File: src/rtl/cache_way_ctrl.sv
// Tag/valid/dirty store for an N-way set-associative cache with round-robin replacement.
// Lookups return hit and victim information one cycle after they are accepted.
module cache_way_ctrl #(
  parameter int unsigned WAYS      = 4,
  parameter int unsigned SETS      = 32,
  parameter int unsigned TAG_WIDTH = 20,
  localparam int unsigned SET_W    = $clog2(SETS),
  localparam int unsigned WAY_W    = $clog2(WAYS)
) (
  input  logic                 clk,
  input  logic                 rest,
  output logic                 ready,
  input  logic                 lookupValid,
  input  logic [SET_W-1:0]     lookupSet,
  input  logic [TAG_WIDTH-1:0] lookupTag,
  output logic                 resultValid,
  output logic                 hit,
  output logic [WAY_W-1:0]     hitWay,
  output logic [WAY_W-1:0]     victimWay,
  output logic                 victimDirty,
  output logic [TAG_WIDTH-1:0] victimTag,
  input  logic                 fillEn,
  input  logic [SET_W-1:0]     fillSet,
  input  logic [WAY_W-1:0]     fillWay,
  input  logic [TAG_WIDTH-1:0] fillTag,
  input  logic                 fillDirty,
  input  logic                 dirtyEn,
  input  logic [SET_W-1:0]     dirtySet,
  input  logic [WAY_W-1:0]     dirtyWay,
  input  logic                 flushReq
);

  localparam logic [0:0] StInit = 1'b0;
  localparam logic [0:0] StRun  = 1'b1;

  logic [0:0]       state;
  logic [SET_W-1:0] sweepCnt;
  logic             run;

  logic [WAYS-1:0]      validMem [SETS];
  logic [WAYS-1:0]      dirtyMem [SETS];
  logic [WAY_W-1:0]     rrPtr    [SETS];
  logic [TAG_WIDTH-1:0] tagMem   [SETS][WAYS];

  logic                 resValid;
  logic [SET_W-1:0]     lkSet;
  logic [TAG_WIDTH-1:0] lkTag;

  logic lookupGo, fillGo, dirtyGo;

  assign run   = (state == StRun);
  assign ready = run;

  // A flush request wins over every other request presented in the same cycle.
  assign lookupGo = run & lookupValid & ~flushReq;
  assign fillGo   = run & fillEn & ~flushReq;
  assign dirtyGo  = run & dirtyEn & ~flushReq;

  always_ff @(posedge clk or negedge rest) begin
    if (!rest) begin
      state    <= StInit;
      sweepCnt <= '0;
    end else if (!run) begin
      sweepCnt <= sweepCnt + 1'b1;
      if (sweepCnt == SET_W'(SETS - 1)) begin
        state <= StRun;
      end
    end else if (flushReq) begin
      state    <= StInit;
      sweepCnt <= '0;
    end
  end

  always_ff @(posedge clk or negedge rest) begin
    if (!rest) begin
      resValid <= 1'b0;
      lkSet    <= '0;
      lkTag    <= '0;
    end else begin
      resValid <= lookupGo;
      if (lookupGo) begin
        lkSet <= lookupSet;
        lkTag <= lookupTag;
      end
    end
  end

  // Dirty mark is written after the fill so a same-way collision leaves the line dirty.
  always_ff @(posedge clk or negedge rest) begin
    if (!rest) begin
      for (int s = 0; s < SETS; s++) begin
        validMem[s] <= '0;
        dirtyMem[s] <= '0;
        rrPtr[s]    <= '0;
      end
    end else if (!run) begin
      validMem[sweepCnt] <= '0;
      dirtyMem[sweepCnt] <= '0;
      rrPtr[sweepCnt]    <= '0;
    end else begin
      if (fillGo) begin
        validMem[fillSet][fillWay] <= 1'b1;
        dirtyMem[fillSet][fillWay] <= fillDirty;
        rrPtr[fillSet]             <= fillWay + WAY_W'(1);
      end
      if (dirtyGo) begin
        dirtyMem[dirtySet][dirtyWay] <= 1'b1;
      end
    end
  end

  always_ff @(posedge clk) begin
    if (fillGo) begin
      tagMem[fillSet][fillWay] <= fillTag;
    end
  end

  logic             hitAny, invAny;
  logic [WAY_W-1:0] hitIdx, invIdx, vicIdx;

  // Descending scan so the lowest matching / lowest invalid way is the one kept.
  always_comb begin
    hitAny = 1'b0;
    hitIdx = '0;
    invAny = 1'b0;
    invIdx = '0;
    for (int w = WAYS - 1; w >= 0; w--) begin
      if (validMem[lkSet][w] && (tagMem[lkSet][w] == lkTag)) begin
        hitAny = 1'b1;
        hitIdx = WAY_W'(w);
      end
      if (!validMem[lkSet][w]) begin
        invAny = 1'b1;
        invIdx = WAY_W'(w);
      end
    end
    vicIdx = invAny ? invIdx : rrPtr[lkSet];
  end

  assign resultValid = resValid;
  assign hit         = resValid & hitAny;
  assign hitWay      = resValid ? hitIdx : '0;
  assign victimWay   = resValid ? vicIdx : '0;
  assign victimDirty = resValid & validMem[lkSet][vicIdx] & dirtyMem[lkSet][vicIdx];
  assign victimTag   = resValid ? tagMem[lkSet][vicIdx] : '0;

endmodule

File: config.mk
export PLATFORM = sky130hd
export DESIGN_NAME = cache_way_ctrl
export DESIGN_NICKNAME = d
export VERILOG_FILES = /design/src/rtl/cache_way_ctrl.sv
export SDC_FILE = /design/constraint.sdc
export NUM_CORES = 2
export LEC_CHECK = 0
export BUFFER_PORTS_ARGS = -buffer_cell sky130_fd_sc_hd__buf_2
export CAP_MARGIN = 20
export CORE_MARGIN = 10
export CORE_UTILIZATION = 60
export CTS_CLUSTER_SIZE = 10
export DETAILED_ROUTE_END_ITERATION = 10
export PLACE_DENSITY_LB_ADDON = 0.05
export SLEW_MARGIN = 30
export SYNTH_ARGS = -nofsm -noshare
export SYNTH_HDL_FRONTEND = slang
export SYNTH_SLANG_ARGS = --single-unit
File: constraint.sdc
create_clock -name clk -period 3.3 [get_ports clk]
set_input_delay 0 -clock clk [delete_from_list [all_inputs] [get_ports clk]]
set_output_delay 0 -clock clk [all_outputs]
set_load 0.01 [all_outputs]
==> impl_metrics.sql <==
INSERT INTO impl_metrics (metric_group, metric, value, unit) VALUES
('outcome', 'outcome', 'finished with violations', ''),
('outcome', 'failing_checks', 'negative setup slack', ''),
('grt', 'first_global_vias', '72265', ''),
('synthesis', 'yosysWarnings', '0', ''),
('floorplan', 'placement_rows', '162', ''),
('final_layout', 'finalNonFillerCells', '10697', ''),
('grt', 'grt_antenna_before_repair', '25', ''),
('timing', 'fmax', '199', 'MHz'),
('routing', 'drc_errors', '0', ''),
('floorplan', 'num_io_pins', '94', ''),
('synthesis', 'edff_count_synth', '2560', ''),
('synthesis', 'ys_top_cells_by_area', 'sky130_fd_sc_hd__edfxtp_1 65%, sky130_fd_sc_hd__mux4_2 11%, sky130_fd_sc_hd__dfrtp_1 7.5%', ''),
('timing', 'fin_skew', '0.0449', 'ns'),
('critical_path', 'cp.buffers_inverters', '7', ''),
('clock_tree', 'cts_max_level', '5', ''),
('floorplan', 'die_y', '464', 'microns'),
('critical_path', 'critPathMostFrequentCell', 'sky130_fd_sc_hd__buf_4', ''),
('timing', 'final.period_utilization', '152', '%'),
('timing', 'setup_violators_final', '26', ''),
('clock_tree', 'tritoncts.num_buffers', '345', ''),
('floorplan', 'initial_utilization', '60.5', '%'),
('final_layout', 'layout.nets', '8022', ''),
('final_layout', 'areaGrowthSynthToFinish', '20.5', '%'),
('critical_path', 'reg2reg_depth', '8', ''),
('routing', 'overall_via_count_from_detail_route', '74950', ''),
('routing', 'route.detailed.vias_per_inst', '7.01', ''),
('power_and_ir_drop', 'power_per_cell_area', '916', 'nW/um^2'),
('clock_tree', 'worst_setup_hold_path_clk_slew', '0.06', 'ns'),
('power_and_ir_drop', 'combPwrFrac', '41.8', '%'),
('routing', 'antenna_left', '0', ''),
('critical_path', 'critPathMaxStageDelay', '0.53', 'ns'),
('power_and_ir_drop', 'power.ir.vdd_worst', '0.000585', 'V'),
('power_and_ir_drop', 'internal_power', '84500', 'uW'),
('floorplan', 'total_die_area', '215000', 'sq um'),
('critical_path', 'worst-endpoint-arrival', '5.01', 'ns'),
('critical_path', 'cp_num_cells', '16', ''),
('floorplan', 'dieWidth', '464', 'microns'),
('timing', 'rsz0062_at_grt', 'true', ''),
('clock_tree', 'insertion_delay', '0.98', 'ns'),
('routing', 'detailedRoute.firstPassIterationCount', '8', ''),
('critical_path', 'crit-reg2reg-launch', 'ready', ''),
('grt', 'first_pass_grt_wire_length', '588000', 'microns'),
('critical_path', 'crit_fanout', '8', ''),
('worst_hold_path', 'source_of_the_worst_hold_timing_path', 'fillTag[11]', ''),
('power_and_ir_drop', 'clkPwrFrac', '25.4', '%'),
('grt', 'grt_start_max_net_pins', '100', ''),
('timing', 'hold_violations', '0', ''),
('placement', 'dpl-instance-area', '130000', 'sq um'),
('synthesis', 'netlist_area', '118000', 'sq um'),
('critical_path', 'worstSetupStartpoint', 'lkSet[0]', ''),
('critical_path', 'critical_path.slowest_cell', 'sky130_fd_sc_hd__mux4_2', ''),
('routing', 'wirelength', '432000', 'microns'),
('timing', 'setup_ws_final', '-1.71', 'ns'),
('timing', 'tightestPinTransition', '1.14', 'ns'),
('synthesis', 'yosysSeqAreaShare', '72.5', '%'),
('worst_hold_path', 'hold-path-cell-count', '2', ''),
('routing', 'average_detailed_routed_wire_length_per_instance', '40.4', 'microns'),
('clock_tree', 'max-clock-path-buffers', '4', ''),
('power_and_ir_drop', 'switching_power', '45900', 'uW'),
('synthesis', 'synth.avg_cell_area', '17.9', 'sq um'),
('final_layout', 'final_area', '142000', 'sq um'),
('synthesis', 'share_of_yosys_cell_area_claimed_by_the_top_area_cell_type', '65.0', '%'),
('critical_path', 'cp_data_required_time', '3.30', 'ns'),
('power_and_ir_drop', 'sw_frac_of_total', '35.2', '%'),
('placement', 'hpwl', '282000', 'microns'),
('clock_tree', 'cts_root_buf', 'sky130_fd_sc_hd__clkbuf_16', ''),
('timing', 'timing.slew.headroom', '24.0', '%'),
('synthesis', 'mappedNetlistNets', '6683', ''),
('power_and_ir_drop', 'seq_pwr_share', '32.8', '%'),
('critical_path', 'critPathTopFamily', 'compound AO/OA/AOI/OAI gates', ''),
('clock_tree', 'clock_sinks', '2912', '');
-- metrics by stage --
stage          utilization, %  setup WS (ns)
2_1_floorplan               -          0.210
3_5_place_dp             66.4          -1.31
5_1_grt                  72.9          -1.68
3_3_place_gp             66.4          -1.35
4_1_cts                  72.6          -1.56
6_report                 72.9          -1.71
-- power by group through the flow --
stage | registers (uW) | clock network (uW) | logic, uW
6_report | 42800 | 33100 | 54500
5_1_grt | 42800 | 34600 | 55200
4_1_cts | 42700 | 33100 | 52100
3_5_place_dp | 43500 | 0 | 48900
3_3_place_gp | 43500 | 0 | 48700
2_1_floorplan | 42600 | 0 | 24100
-- cell families (layout without fill, tap and decap cells) --
kind of cell    Yosys count  count (layout)  share of synthesized area (%)
mux                    1051            1051                           15.1
fa+ha+maj                 9               9                         0.0953
simple gates           1253            1253                           4.72
flops                  2912            2912                           72.5
buf+inv                 469            1918                           2.18
xor+xnor                 82              82                          0.608
other cells               0              16                              0
compound gates          832             832                           4.82
-- area by class of cell --
class	count	area share [%]
Timing Repair Buffer	1364	9.33
Tap cell	2624	2.31
Inverter	97	0.260
Antenna cell	16	0.0281
Clock buffer	444	6.43
Multi-Input combinational cell	3227	21.4
Clock inverter	13	0.0791
Sequential cell	2912	60.2
-- final timing paths --
path,to,slack (ns)
worst max-delay path,hitWay[0],-1.71
worst min-delay path,tagMem[8][71],0.03
worst max register to register,tagMem[7][36],0.08
worst min register to register,validMem[10],0.47
max in group asynchronous,validMem[52],2.53
min in group asynchronous,dirtyMem[32],0.32
-- routing by layer --
| layer | global-route usage, % | share of wire, % | vias to the layer above |
|---|---|---|---|
| li1 | - | - | 28936 |
| met5 | 0 | 0.022 | - |
| met2 | 56.5 | 43 | 6190 |
| met3 | 11.9 | 14 | 1220 |
| met4 | 23.3 | 7.3 | 14 |
| met1 | 54.3 | 35 | 38590 |
-- what timing repair did --
action / CTS / global route
gates resized for setup: 158 / 48
setup endpoints to repair: 26 / 384
pin swaps: 42 / 18
endpoints found under the hold margin: 2776 / 3
buffers inserted: 66 / 26
hold buffers: 123 / 2
gates cloned: 7 / 3
-- placed cells by master, fill, tap and decap left out, types with 55 or more instances in the layout --
| master | Yosys | routed |
|---|---|---|
| sky130_fd_sc_hd__dfrtp_1 | 352 | 347 |
| sky130_fd_sc_hd__a22oi_1 | 126 | 123 |
| sky130_fd_sc_hd__nand3_1 | 125 | 123 |
| sky130_fd_sc_hd__nor2_1 | 179 | 168 |
| sky130_fd_sc_hd__buf_4 | 63 | 944 |
| sky130_fd_sc_hd__mux2i_1 | 420 | 412 |
| sky130_fd_sc_hd__o211ai_1 | 95 | 95 |
| sky130_fd_sc_hd__dlygate4sd3_1 | 0 | 122 |
| sky130_fd_sc_hd__o22ai_1 | 68 | 63 |
| sky130_fd_sc_hd__o21ai_0 | 154 | 147 |
| sky130_fd_sc_hd__buf_12 | 5 | 171 |
| sky130_fd_sc_hd__nand2_1 | 697 | 695 |
| sky130_fd_sc_hd__clkbuf_1 | 122 | 90 |
| sky130_fd_sc_hd__mux4_2 | 572 | 573 |
| sky130_fd_sc_hd__buf_2 | 103 | 58 |
| sky130_fd_sc_hd__clkbuf_16 | 0 | 353 |
| sky130_fd_sc_hd__edfxtp_1 | 2560 | 2560 |
| sky130_fd_sc_hd__a21o_1 | 57 | 57 |
| sky130_fd_sc_hd__mux2_2 | 55 | 55 |
| sky130_fd_sc_hd__and2_1 | 66 | 62 |
| sky130_fd_sc_hd__inv_1 | 91 | 88 |
| sky130_fd_sc_hd__a21oi_1 | 122 | 117 |
-- state kept, by name (all words and copies together), names as in the netlist --
name and flops:
tagMem 2560, dirtyMem 128, validMem 128, rrPtr 64
lkTag 20, lkSet 5, sweepCnt 5, ready 1
resultValid 1
Power figures use the tool's default switching activity.
